<file path="src/rtl/iob_uart_tx_arbiter_if.sv">
// Handshake bundle between byte-stream requesters, the arbiter and the uart_core transmitter.
// Signal names carry the arbiter's point of view (_i = into the arbiter, _o = out of it).
interface iob_uart_tx_arbiter_if #(
  parameter int N_REQ       = 4,
  parameter int UART_DATA_W = 8
);
  logic [N_REQ-1:0]             req_valid_i;
  logic [N_REQ*UART_DATA_W-1:0] req_data_i;
  logic [N_REQ-1:0]             req_last_i;
  logic [N_REQ-1:0]             req_ready_o;
  logic                         tx_ready_i;
  logic [UART_DATA_W-1:0]       tx_data_o;
  logic                         tx_wen_o;
  logic [N_REQ-1:0]             grant_o;
  logic                         busy_o;

  modport master (
    input  req_valid_i, req_data_i, req_last_i, tx_ready_i,
    output req_ready_o, tx_data_o, tx_wen_o, grant_o, busy_o
  );

  modport slave (
    output req_valid_i, req_data_i, req_last_i, tx_ready_i,
    input  req_ready_o, tx_data_o, tx_wen_o, grant_o, busy_o
  );
endinterface

</file>
<file path="src/rtl/iob_uart_tx_arbiter.sv">
// Round-robin arbiter sharing one UART transmitter between N_REQ byte streams.
// A grant lasts a whole packet; an owner that goes quiet is dropped after HOLD_MAX cycles.
module iob_uart_tx_arbiter #(
  parameter int N_REQ       = 4,
  parameter int UART_DATA_W = 8,
  parameter int HOLD_MAX    = 255
) (
  input  logic                 clk_i,
  input  logic                 arst_i,
  input  logic                 cke_i,
  input  logic                 rst_soft_i,
  iob_uart_tx_arbiter_if.master bus
);

  localparam int PTR_W = $clog2(N_REQ);
  localparam int CNT_W = (HOLD_MAX > 2) ? $clog2(HOLD_MAX) : 1;

  typedef enum logic [1:0] {S_IDLE, S_SEND, S_GAP} state_t;

  state_t                 r_state, w_state_nxt;
  logic [N_REQ-1:0]       r_grant, w_grant_nxt;
  logic [PTR_W-1:0]       r_ptr, w_ptr_nxt;
  logic                   r_last, w_last_nxt;
  logic [CNT_W-1:0]       r_cnt, w_cnt_nxt;
  logic [PTR_W-1:0]       w_pick, w_scan;
  logic                   w_pick_vld;
  logic                   w_fire;
  logic                   w_timeout;
  logic [UART_DATA_W-1:0] w_data [N_REQ];

  always_comb begin
    for (int i = 0; i < N_REQ; i++) begin
      w_data[i] = bus.req_data_i[i*UART_DATA_W +: UART_DATA_W];
    end
  end

  // Scan downward so the nearest valid index after r_ptr is the last one written.
  always_comb begin
    w_pick_vld = 1'b0;
    w_pick     = r_ptr;
    w_scan     = r_ptr;
    for (int k = N_REQ; k >= 1; k--) begin
      w_scan = PTR_W'((int'(r_ptr) + k) % N_REQ);
      if (bus.req_valid_i[w_scan]) begin
        w_pick_vld = 1'b1;
        w_pick     = w_scan;
      end
    end
  end

  assign w_fire    = (r_state == S_SEND) && cke_i && !rst_soft_i &&
                     bus.tx_ready_i && bus.req_valid_i[r_ptr];
  assign w_timeout = (HOLD_MAX != 0) && (r_cnt == CNT_W'(HOLD_MAX - 1));

  // NOTE: every next-state signal gets its hold value first, so no branch can infer a latch.
  always_comb begin
    w_state_nxt = r_state;
    w_grant_nxt = r_grant;
    w_ptr_nxt   = r_ptr;
    w_last_nxt  = r_last;
    w_cnt_nxt   = r_cnt;
    case (r_state)
      S_IDLE: begin
        if (w_pick_vld) begin
          w_state_nxt = S_SEND;
          w_grant_nxt = N_REQ'(1) << w_pick;
          w_ptr_nxt   = w_pick;
          w_cnt_nxt   = '0;
        end
      end
      S_SEND: begin
        if (w_fire) begin
          w_last_nxt  = bus.req_last_i[r_ptr];
          w_cnt_nxt   = '0;
          w_state_nxt = S_GAP;
        end else if (!bus.req_valid_i[r_ptr]) begin
          if (w_timeout) begin
            w_state_nxt = S_IDLE;
            w_grant_nxt = '0;
            w_cnt_nxt   = '0;
          end else begin
            w_cnt_nxt = r_cnt + 1'b1;
          end
        end
      end
      S_GAP: begin
        if (r_last) begin
          w_state_nxt = S_IDLE;
          w_grant_nxt = '0;
        end else begin
          w_state_nxt = S_SEND;
        end
      end
      default: begin
        w_state_nxt = S_IDLE;
        w_grant_nxt = '0;
      end
    endcase
  end

  // NOTE: state registers use non-blocking assignments so all of them update from pre-edge values.
  always_ff @(posedge clk_i or posedge arst_i) begin
    if (arst_i) begin
      r_state <= S_IDLE;
      r_grant <= '0;
      r_ptr   <= PTR_W'(N_REQ - 1);
      r_last  <= 1'b0;
      r_cnt   <= '0;
    end else if (cke_i) begin
      if (rst_soft_i) begin
        r_state <= S_IDLE;
        r_grant <= '0;
        r_ptr   <= PTR_W'(N_REQ - 1);
        r_last  <= 1'b0;
        r_cnt   <= '0;
      end else begin
        r_state <= w_state_nxt;
        r_grant <= w_grant_nxt;
        r_ptr   <= w_ptr_nxt;
        r_last  <= w_last_nxt;
        r_cnt   <= w_cnt_nxt;
      end
    end
  end

  assign bus.tx_wen_o    = w_fire;
  assign bus.req_ready_o = w_fire ? r_grant : '0;
  assign bus.tx_data_o   = (|r_grant) ? w_data[r_ptr] : '0;
  assign bus.grant_o     = r_grant;
  assign bus.busy_o      = (r_state != S_IDLE);

endmodule
</file>
<file path="src/flat_wrapper.sv">
// flat-port wrapper written by rule: the top's interface ports become plain ports
module iob_uart_tx_arbiter_flat 
#(
  parameter int N_REQ       = 4,
  parameter int UART_DATA_W = 8,
  parameter int HOLD_MAX    = 255
)
  (clk_i, arst_i, cke_i, rst_soft_i, bus_req_valid_i, bus_req_data_i, bus_req_last_i, bus_tx_ready_i, bus_req_ready_o, bus_tx_data_o, bus_tx_wen_o, bus_grant_o, bus_busy_o);
  iob_uart_tx_arbiter_if #(.N_REQ(N_REQ), .UART_DATA_W(UART_DATA_W)) bus_i ();
  input  logic clk_i;
  input  logic arst_i;
  input  logic cke_i;
  input  logic rst_soft_i;
  input wire logic [$bits(bus_i.req_valid_i)-1:0] bus_req_valid_i;
  input wire logic [$bits(bus_i.req_data_i)-1:0] bus_req_data_i;
  input wire logic [$bits(bus_i.req_last_i)-1:0] bus_req_last_i;
  input wire logic [$bits(bus_i.tx_ready_i)-1:0] bus_tx_ready_i;
  output wire logic [$bits(bus_i.req_ready_o)-1:0] bus_req_ready_o;
  output wire logic [$bits(bus_i.tx_data_o)-1:0] bus_tx_data_o;
  output wire logic [$bits(bus_i.tx_wen_o)-1:0] bus_tx_wen_o;
  output wire logic [$bits(bus_i.grant_o)-1:0] bus_grant_o;
  output wire logic [$bits(bus_i.busy_o)-1:0] bus_busy_o;
  assign bus_i.req_valid_i = bus_req_valid_i;
  assign bus_i.req_data_i = bus_req_data_i;
  assign bus_i.req_last_i = bus_req_last_i;
  assign bus_i.tx_ready_i = bus_tx_ready_i;
  assign bus_req_ready_o = bus_i.req_ready_o;
  assign bus_tx_data_o = bus_i.tx_data_o;
  assign bus_tx_wen_o = bus_i.tx_wen_o;
  assign bus_grant_o = bus_i.grant_o;
  assign bus_busy_o = bus_i.busy_o;
  iob_uart_tx_arbiter #(.N_REQ(N_REQ), .UART_DATA_W(UART_DATA_W), .HOLD_MAX(HOLD_MAX)) u_core (.clk_i(clk_i), .arst_i(arst_i), .cke_i(cke_i), .rst_soft_i(rst_soft_i), .bus(bus_i));
endmodule
</file>
<file path="config.mk">
export PLATFORM = sky130hd
export DESIGN_NAME = iob_uart_tx_arbiter_flat
export DESIGN_NICKNAME = d
export VERILOG_FILES = /design/src/rtl/iob_uart_tx_arbiter_if.sv /design/src/rtl/iob_uart_tx_arbiter.sv /design/src/flat_wrapper.sv
export SDC_FILE = /design/constraint.sdc
export NUM_CORES = 1
export LEC_CHECK = 0
export ABC_AREA = 1
export ABC_CLOCK_PERIOD_IN_PS = 2400
export CAP_MARGIN = 15
export CELL_PAD_IN_SITES_DETAIL_PLACEMENT = 0
export CELL_PAD_IN_SITES_GLOBAL_PLACEMENT = 1
export CORE_AREA = 2 2 97 62
export CTS_CLUSTER_SIZE = 16
export DETAILED_ROUTE_END_ITERATION = 10
export DIE_AREA = 0 0 99 64
export PLACE_DENSITY = 0.83
export SYNTH_ARGS = -nofsm -noshare
export SYNTH_HDL_FRONTEND = slang
export SYNTH_SLANG_ARGS = --single-unit
</file>
<file path="constraint.sdc">
create_clock -name clk_i -period 2.4 [get_ports clk_i]
set_input_delay 0.6 -clock clk_i [delete_from_list [all_inputs] [get_ports clk_i]]
set_output_delay 0.6 -clock clk_i [all_outputs]
set_load 0.02 [all_outputs]
</file>
==> impl_metrics.csv, run 1 <==
group,metric,value,unit
run_status,status,"finished clean",
logic_synthesis,synth_common_cells,"nand2_1, nand3_1, inv_1",
clock_tree,cts_made_buffers,3,
timing,finalSetupViolCount,0,
critical_path,worstPathCellList,"clkdlybuf4s50_1 > inv_2 > nand2_1 > inv_2 > nand3_4 > nor2_4 > buf_6",
logic_synthesis,post-synth-top-area-cell,"dfrtp_1",
critical_path,startpoint,"rst_soft_i",
logic_synthesis,synth_nets,289,
detailed_routing,routed_wl,4890,um
timing,fin_crit,2.31,ns
timing,rsz0062_at_grt,"false",
logic_synthesis,synth.distinct_cells,33,
timing,period_share,0.964,
cells_and_area,final_util,0.459,
logic_synthesis,yosys.area_share.adder,0.0163,
global_routing,grt_start_max_net_pins,18,
floorplanning,placementRows,21,
clock_tree,clk_pin_slew,0.07,ns
floorplanning,dieWidth,99,um
clock_tree,numClockSinks,17,
placed_design,pre_cts_ws,-0.445,ns
clock_tree,clock_latency,0.26,ns
critical_path,cp_common_cell,"inv_2",
global_routing,grt_util_met2,0.226,
global_routing,grtUsageTotal,0.161,
logic_synthesis,syn_area,1530,sq um
critical_path,worst_setup_path_start_kind,"input port",
logic_synthesis,synth_compound_area_frac,0.156,
timing,holdWs,0.535,ns
pwr,leakagePower,1.20,nW
critical_path,path_class,"input port to output pin",
detailed_routing,avgRoutedWirePerCell,12.4,um
logic_synthesis,yosys-mux-area-fraction,0,
global_routing,grt_pass1_wl,8360,um
timing,max_freq,432,MHz
critical_path,critPathCapture,"bus_req_ready_o[2]",
cells_and_area,antenna_cells,0,
pwr,ir_drop,0.287,mV
floorplanning,initial_core_util,0.285,
detailed_routing,dr.pass1.iters,4,
placed_design,dp_cells,385,
logic_synthesis,ys_seq_area_frac,0.279,
cells_and_area,drive_above_1_share,0.182,
pwr,powerDensity,948,nW/um^2
cells_and_area,area_delta_synth_final,61.3,%
logic_synthesis,netlist_instances,242,
timing,relSlewSlack,0.538,
global_routing,grt_antenna_before_repair,0,
critical_path,cp_max_fo,5,
clock_tree,cts_tree,"done",
critical_path,r2r_slack,0.33,ns
timing,worst_pin_slew,0.693,ns
clock_tree,clock_path_buffers,2,
critical_path,ff2ff_path_depth,12,
detailed_routing,vias,1831,
logic_synthesis,yosysTopAreaCellShare,0.245,
global_routing,grt_pass1_vias,1731,
logic_synthesis,yosys_warnings,0,
placed_design,dp_hpwl,4010,um
logic_synthesis,synth-edff-count,0,
global_routing,grt-ovfl-total,0,
detailed_routing,drtAntennaViolNets,0,
global_routing,met1_usage,0.253,
clock_tree,cts_htree_levels,1,
global_routing,busiest_layer,"met1",
clock_tree,cts-root-buf,"clkbuf_8",
global_routing,met3_usage,0.0361,
timing,fin_tns_setup,0,ns
logic_synthesis,avgSynthCellArea,6.33,sq um
timing,fin_skew,0.00710,ns
cells_and_area,nets,373,
logic_synthesis,synthMostInstantiatedCell,"nand2_1",
timing,finalHoldViolCount,0,
logic_synthesis,ys_top_cells_by_area,"dfrtp_1, nand2_1, nand3_1",
critical_path,crit_required,1.80,ns
timing,report.final.slew_viol_count,0,
worst_hold_path,hold_path_class,"register to register",
critical_path,slowest_stage,"clkdlybuf4s50_1",
detailed_routing,post-route-drc-count,0,
floorplanning,dieHeight,64,um
logic_synthesis,synth-xor-area-share,0.0114,
run,drv_cap,0,
cells_and_area,instances_no_fill,394,
critical_path,crit_arrival,1.71,ns
floorplanning,ios,63,
placed_design,portBuffers,62,
detailed_routing,viasPerCell,4.65,
logic_synthesis,synth_top_family_by_area,"simple AND/OR/NAND/NOR gates",
placed_design,place_congestion,0.837,
logic_synthesis,async_reset_ff_frac,1.00,
critical_path,worstSetupEndpointType,"output pin",
timing,fin_ws,0.0859,ns
detailed_routing,drt_iter0_markers,73,
floorplanning,core,5390,sq um
logic_synthesis,synthSimpleGateAreaFrac,0.433,
logic_synthesis,ys_seq_elements,17,
critical_path,max_stage_delay,0.43,ns
critical_path,r2r_end,"u_core.r_state[1]",
logic_synthesis,synth_ff_type,"dfrtp_1",
floorplanning,fp.dieArea,6340,sq um
critical_path,r2r_start,"u_core.r_ptr[0]",
cell type report:
cell class | count | area (sq um)
Clock inverter | 1 | 5.00
Multi-Input combinational cell | 187 | 990
Sequential cell | 17 | 428
Clock buffer | 3 | 41.3
Inverter | 31 | 119
Fill cell | 569 | 2910
Tap cell | 69 | 86.3
Timing Repair Buffer | 86 | 803
metal layers:
metal	wire [um]	vias up
met4	17	0
met3	206	5
met5	0	-
li1	-	976
met1	2670	825
met2	1990	25
worst max-delay path: cells and delay by family:
kind,cells,cell delay [ns]
simple gates,3,0.37
buf+inv,4,0.73
flip-flops by register name (all words and copies together) (netlist names):
signal,count
u_core.bus.grant_o,4
u_core.r_state,2
u_core.r_ptr,2
u_core.r_last,1
u_core.r_cnt,8
what timing repair did:
item                       in CTS  in global routing
buffers inserted                2                  3
resized for setup              29                 27
setup endpoints to repair      13                 13
hold buffers                    0                  0
pin swaps                       1                  7
kinds of logic (layout without fill, tap and decap cells):
group / Yosys count / in the layout
adder cells (fa/ha/maj): 2 / 2
AO/OA/AOI/OAI: 40 / 40
AND/OR/NAND/NOR: 143 / 143
XOR/XNOR: 2 / 2
buffers and inverters: 38 / 121
flip-flops: 17 / 17
power breakdown:
part           leakage, nW  internal (W)  switching [W]
clock network       0.0255      0.000115       0.000104
logic                0.952      0.000678        0.00102
registers            0.227      0.000365      0.0000643
how the worst min path moves through the flow:
stage | end | depth (start not counted) | from | slack [ns]
after detailed placement | u_core.r_cnt[0] | 2 | u_core.r_cnt[0] | 0.53
after floorplan | u_core.r_cnt[0] | 2 | u_core.r_cnt[0] | 0.49
after CTS | u_core.r_cnt[0] | 2 | u_core.r_cnt[0] | 0.54
final | u_core.r_cnt[0] | 2 | u_core.r_cnt[0] | 0.53
after global routing | u_core.r_cnt[0] | 2 | u_core.r_cnt[0] | 0.56
after global placement | u_core.r_cnt[0] | 2 | u_core.r_cnt[0] | 0.51
cells in the final DEF, fill, tap and decap left out, types with 5 or more instances in the layout:
cell type        instances
o21ai_1                 11
nand2_2                  6
nand3_1                 38
a22oi_1                 10
inv_1                   27
o21ai_0                  5
dlygate4sd2_1            8
nor2_1                  14
nor2_4                   5
dlymetal6s2s_1           5
nand4_1                  5
buf_4                   24
clkdlybuf4s50_1         44
dfrtp_1                 15
a31oi_1                  8
nand2_1                 63
per-stage QoR:
| stage | power, W | instance area (sq um) |
|---|---|---|
| 2_1_floorplan | 0.00140 | 1530 |
| 3_3_place_gp | 0.00212 | 2340 |
| 3_5_place_dp | 0.00212 | 2340 |
| 4_1_cts | 0.00229 | 2370 |
| 5_1_grt | 0.00254 | 2470 |
| 6_report | 0.00234 | 2470 |
(Power assumes the default switching activity.)
==> run 2, diff against run 1 <==
PLACE_DENSITY = 0.86   (was 0.83)
==> run 2 against run 1 <==
  * Critical path depth increased by 1
  * Maximum frequency is 2.1% lower
  * Routed wire length decreased by 1.6%
  * Clock power shrank 2%
  * Sequential share of layout area is 0.21 points higher
  * First-iteration DRC count up 55%
  * Hold slack better by 0.0091 ns
  * Via count rose by 0.11%
  * Critical path type unchanged
  * Critical endpoint is now bus_req_ready_o[3]
  * Largest cell class unchanged
  * Largest power group unchanged
==> impl_metrics.csv, run 2 (same netlist as run 1, synthesis figures left out) <==
group,metric,value,unit
run_status,status,"finished clean",
pwr,p_int,0.00117,W
cells_and_area,final_area,2440,sq um
floorplanning,placementRows,21,
clock_tree,numClockSinks,17,
cells_and_area,area_delta_synth_final,59.3,%
cells_and_area,drive_above_1_share,0.175,
global_routing,grt_pass1_wl,7890,um
global_routing,grt_antenna_before_repair,0,
pwr,leakagePower,1.16,nW
timing,period_share,0.985,
global_routing,grt-ovfl-total,0,
timing,fin_skew,0.00716,ns
floorplanning,dieWidth,99,um
critical_path,worstSetupEndpointType,"output pin",
critical_path,critPathTopFamily,"buffers and inverters",
worst_hold_path,hold_start,"u_core.r_cnt[0]",
worst_hold_path,min_path_cells,2,
clock_tree,cts_tree,"done",
placed_design,placed_cell_area,2350,sq um
detailed_routing,drt_iter0_markers,113,
clock_tree,cts-root-buf,"clkbuf_8",
global_routing,grt_start_max_net_pins,22,
cells_and_area,final_common_cell,"nand2_1",
floorplanning,ios,63,
critical_path,r2r_slack,0.39,ns
cells_and_area,regMostFlops,"u_core.r_cnt",
clock_tree,clock_latency,0.26,ns
critical_path,ff2ff_path_depth,12,
floorplanning,dieHeight,64,um
pwr,sequentialPowerShare,0.188,
timing,finalHoldViolCount,0,
cells_and_area,largest_reg_flops,8,
global_routing,grtUsageTotal,0.153,
detailed_routing,vias,1833,
worst_hold_path,hold_end,"u_core.r_cnt[0]",
clock_tree,cts_htree_levels,1,
clock_tree,cts_made_buffers,3,
placed_design,dp_hpwl,3910,um
detailed_routing,routed_wl,4810,um
critical_path,slowest_stage,"clkdlybuf4s50_1",
critical_path,max_stage_delay,0.48,ns
detailed_routing,post-route-drc-count,0,
clock_tree,clk_pin_slew,0.07,ns
floorplanning,initial_core_util,0.285,
timing,max_freq,423,MHz
placed_design,portBuffers,62,
pwr,power_frac_clock,0.093,
placed_design,place_congestion,0.820,
worst_hold_path,hold_path_class,"register to register",
detailed_routing,viasPerCell,4.65,
timing,relSlewSlack,0.550,
cells_and_area,antenna_cells,0,
critical_path,worst_setup_path_start_kind,"input port",
pwr,swShare,0.495,
cells_and_area,nets,373,
pwr,netSwitchingPower,0.00115,W
detailed_routing,drtAntennaViolNets,0,
clock_tree,clock_path_buffers,2,
critical_path,crit_buf_inv,2,
critical_path,path_class,"input port to output pin",
timing,fin_crit,2.36,ns
floorplanning,core,5390,sq um
global_routing,grt_pass1_vias,1604,
detailed_routing,dr.pass1.iters,4,
cells_and_area,layout_common_cells,"nand2_1, clkdlybuf4s50_1, nand3_1, inv_1, buf_4",
timing,rsz0062_at_grt,"true",
clock_tree,cts_hold_buf,0,
pwr,p_comb_frac,0.719,
timing,finalSetupViolCount,0,
pwr,powerDensity,949,nW/um^2
critical_path,cp_max_fo,5,
pwr,ir_drop,0.327,mV
timing,report.final.slew_viol_count,0,
cells_and_area,final_util,0.453,
run,drv_cap,0,
floorplanning,fp.dieArea,6340,sq um
critical_path,worstPathCellList,"clkdlybuf4s50_1 > nand2_1 > nand2_2 > nand2_1 > nand2_2 > nand3_4 > nor2_2 > buf_6",
critical_path,crit_required,1.80,ns
critical_path,crit_arrival,1.76,ns
critical_path,r2r_end,"u_core.r_state[0]",
critical_path,r2r_start,"u_core.r_ptr[0]",
detailed_routing,avgRoutedWirePerCell,12.2,um
timing,worst_pin_slew,0.674,ns
==> run 2: area by class of cell <==
class | instances | area (sq um)
Timing Repair Buffer | 85 | 790
Fill cell | 548 | 2940
Inverter | 31 | 119
Sequential cell | 17 | 428
Multi-Input combinational cell | 188 | 973
Clock inverter | 1 | 5.00
Clock buffer | 3 | 41.3
Tap cell | 69 | 86.3
==> run 2: power by group through the flow <==
| stage | sequential (W) | combinational [W] | clock [W] |
|---|---|---|---|
| final | 0.000435 | 0.00167 | 0.000215 |
| after global routing | 0.000447 | 0.00183 | 0.000239 |
| after CTS | 0.000442 | 0.00159 | 0.000222 |
| after detailed placement | 0.000446 | 0.00167 | 0 |
| after global placement | 0.000442 | 0.00167 | 0 |
| after floorplan | 0.000459 | 0.000942 | 0 |
==> run 2: routing by layer <==
layer	wire length [um]	vias up	GRT usage	part of all wire
met5	0	-	0	0
met4	9	0	0.0223	0.0019
met3	267	2	0.0492	0.055
met2	1810	43	0.188	0.38
met1	2720	810	0.251	0.57
li1	-	978	-	-
==> run 2: timing repair <==
item	CTS	global route
cloned	0	1
resized for setup	30	21
buffers inserted	0	3
pin swaps	1	3
endpoints found under the setup margin	13	13
==> run 2: tightest hold or removal path, delay by kind of cell (launching register included) <==
kind	cells	cell delay, ns
AND/OR/NAND/NOR	1	0.06
flip-flops	1	0.38
AO/OA/AOI/OAI	1	0.06
==> run 2: per-stage QoR <==
step / hold WS, ns / power [W] / setup slack, ns / cells / setup TNS [ns]
after floorplan: 0.487 / 0.00140 / 0.120 / 242 / 0
after global placement: 0.507 / 0.00211 / -0.411 / 386 / -2.99
after detailed placement: 0.527 / 0.00211 / -0.437 / 386 / -3.09
after CTS: 0.547 / 0.00226 / 0.00557 / 390 / 0
after global routing: 0.583 / 0.00252 / -0.0447 / 394 / -0.103
final: 0.544 / 0.00232 / 0.0361 / 394 / 0
==> run 2: how the worst max path moves through the flow <==
stage / end / depth (start not counted) / from / slack, ns
after floorplan: bus_tx_data_o[0] / 5 / u_core.r_ptr[1] / 0.12
after global placement: bus_req_ready_o[2] / 8 / bus_req_valid_i[3] / -0.41
after detailed placement: bus_req_ready_o[2] / 8 / bus_req_valid_i[1] / -0.44
after CTS: bus_tx_data_o[7] / 5 / u_core.r_ptr[0] / 0.006
after global routing: bus_req_ready_o[3] / 8 / bus_req_valid_i[1] / -0.04
final: bus_req_ready_o[3] / 8 / bus_req_valid_i[2] / 0.04
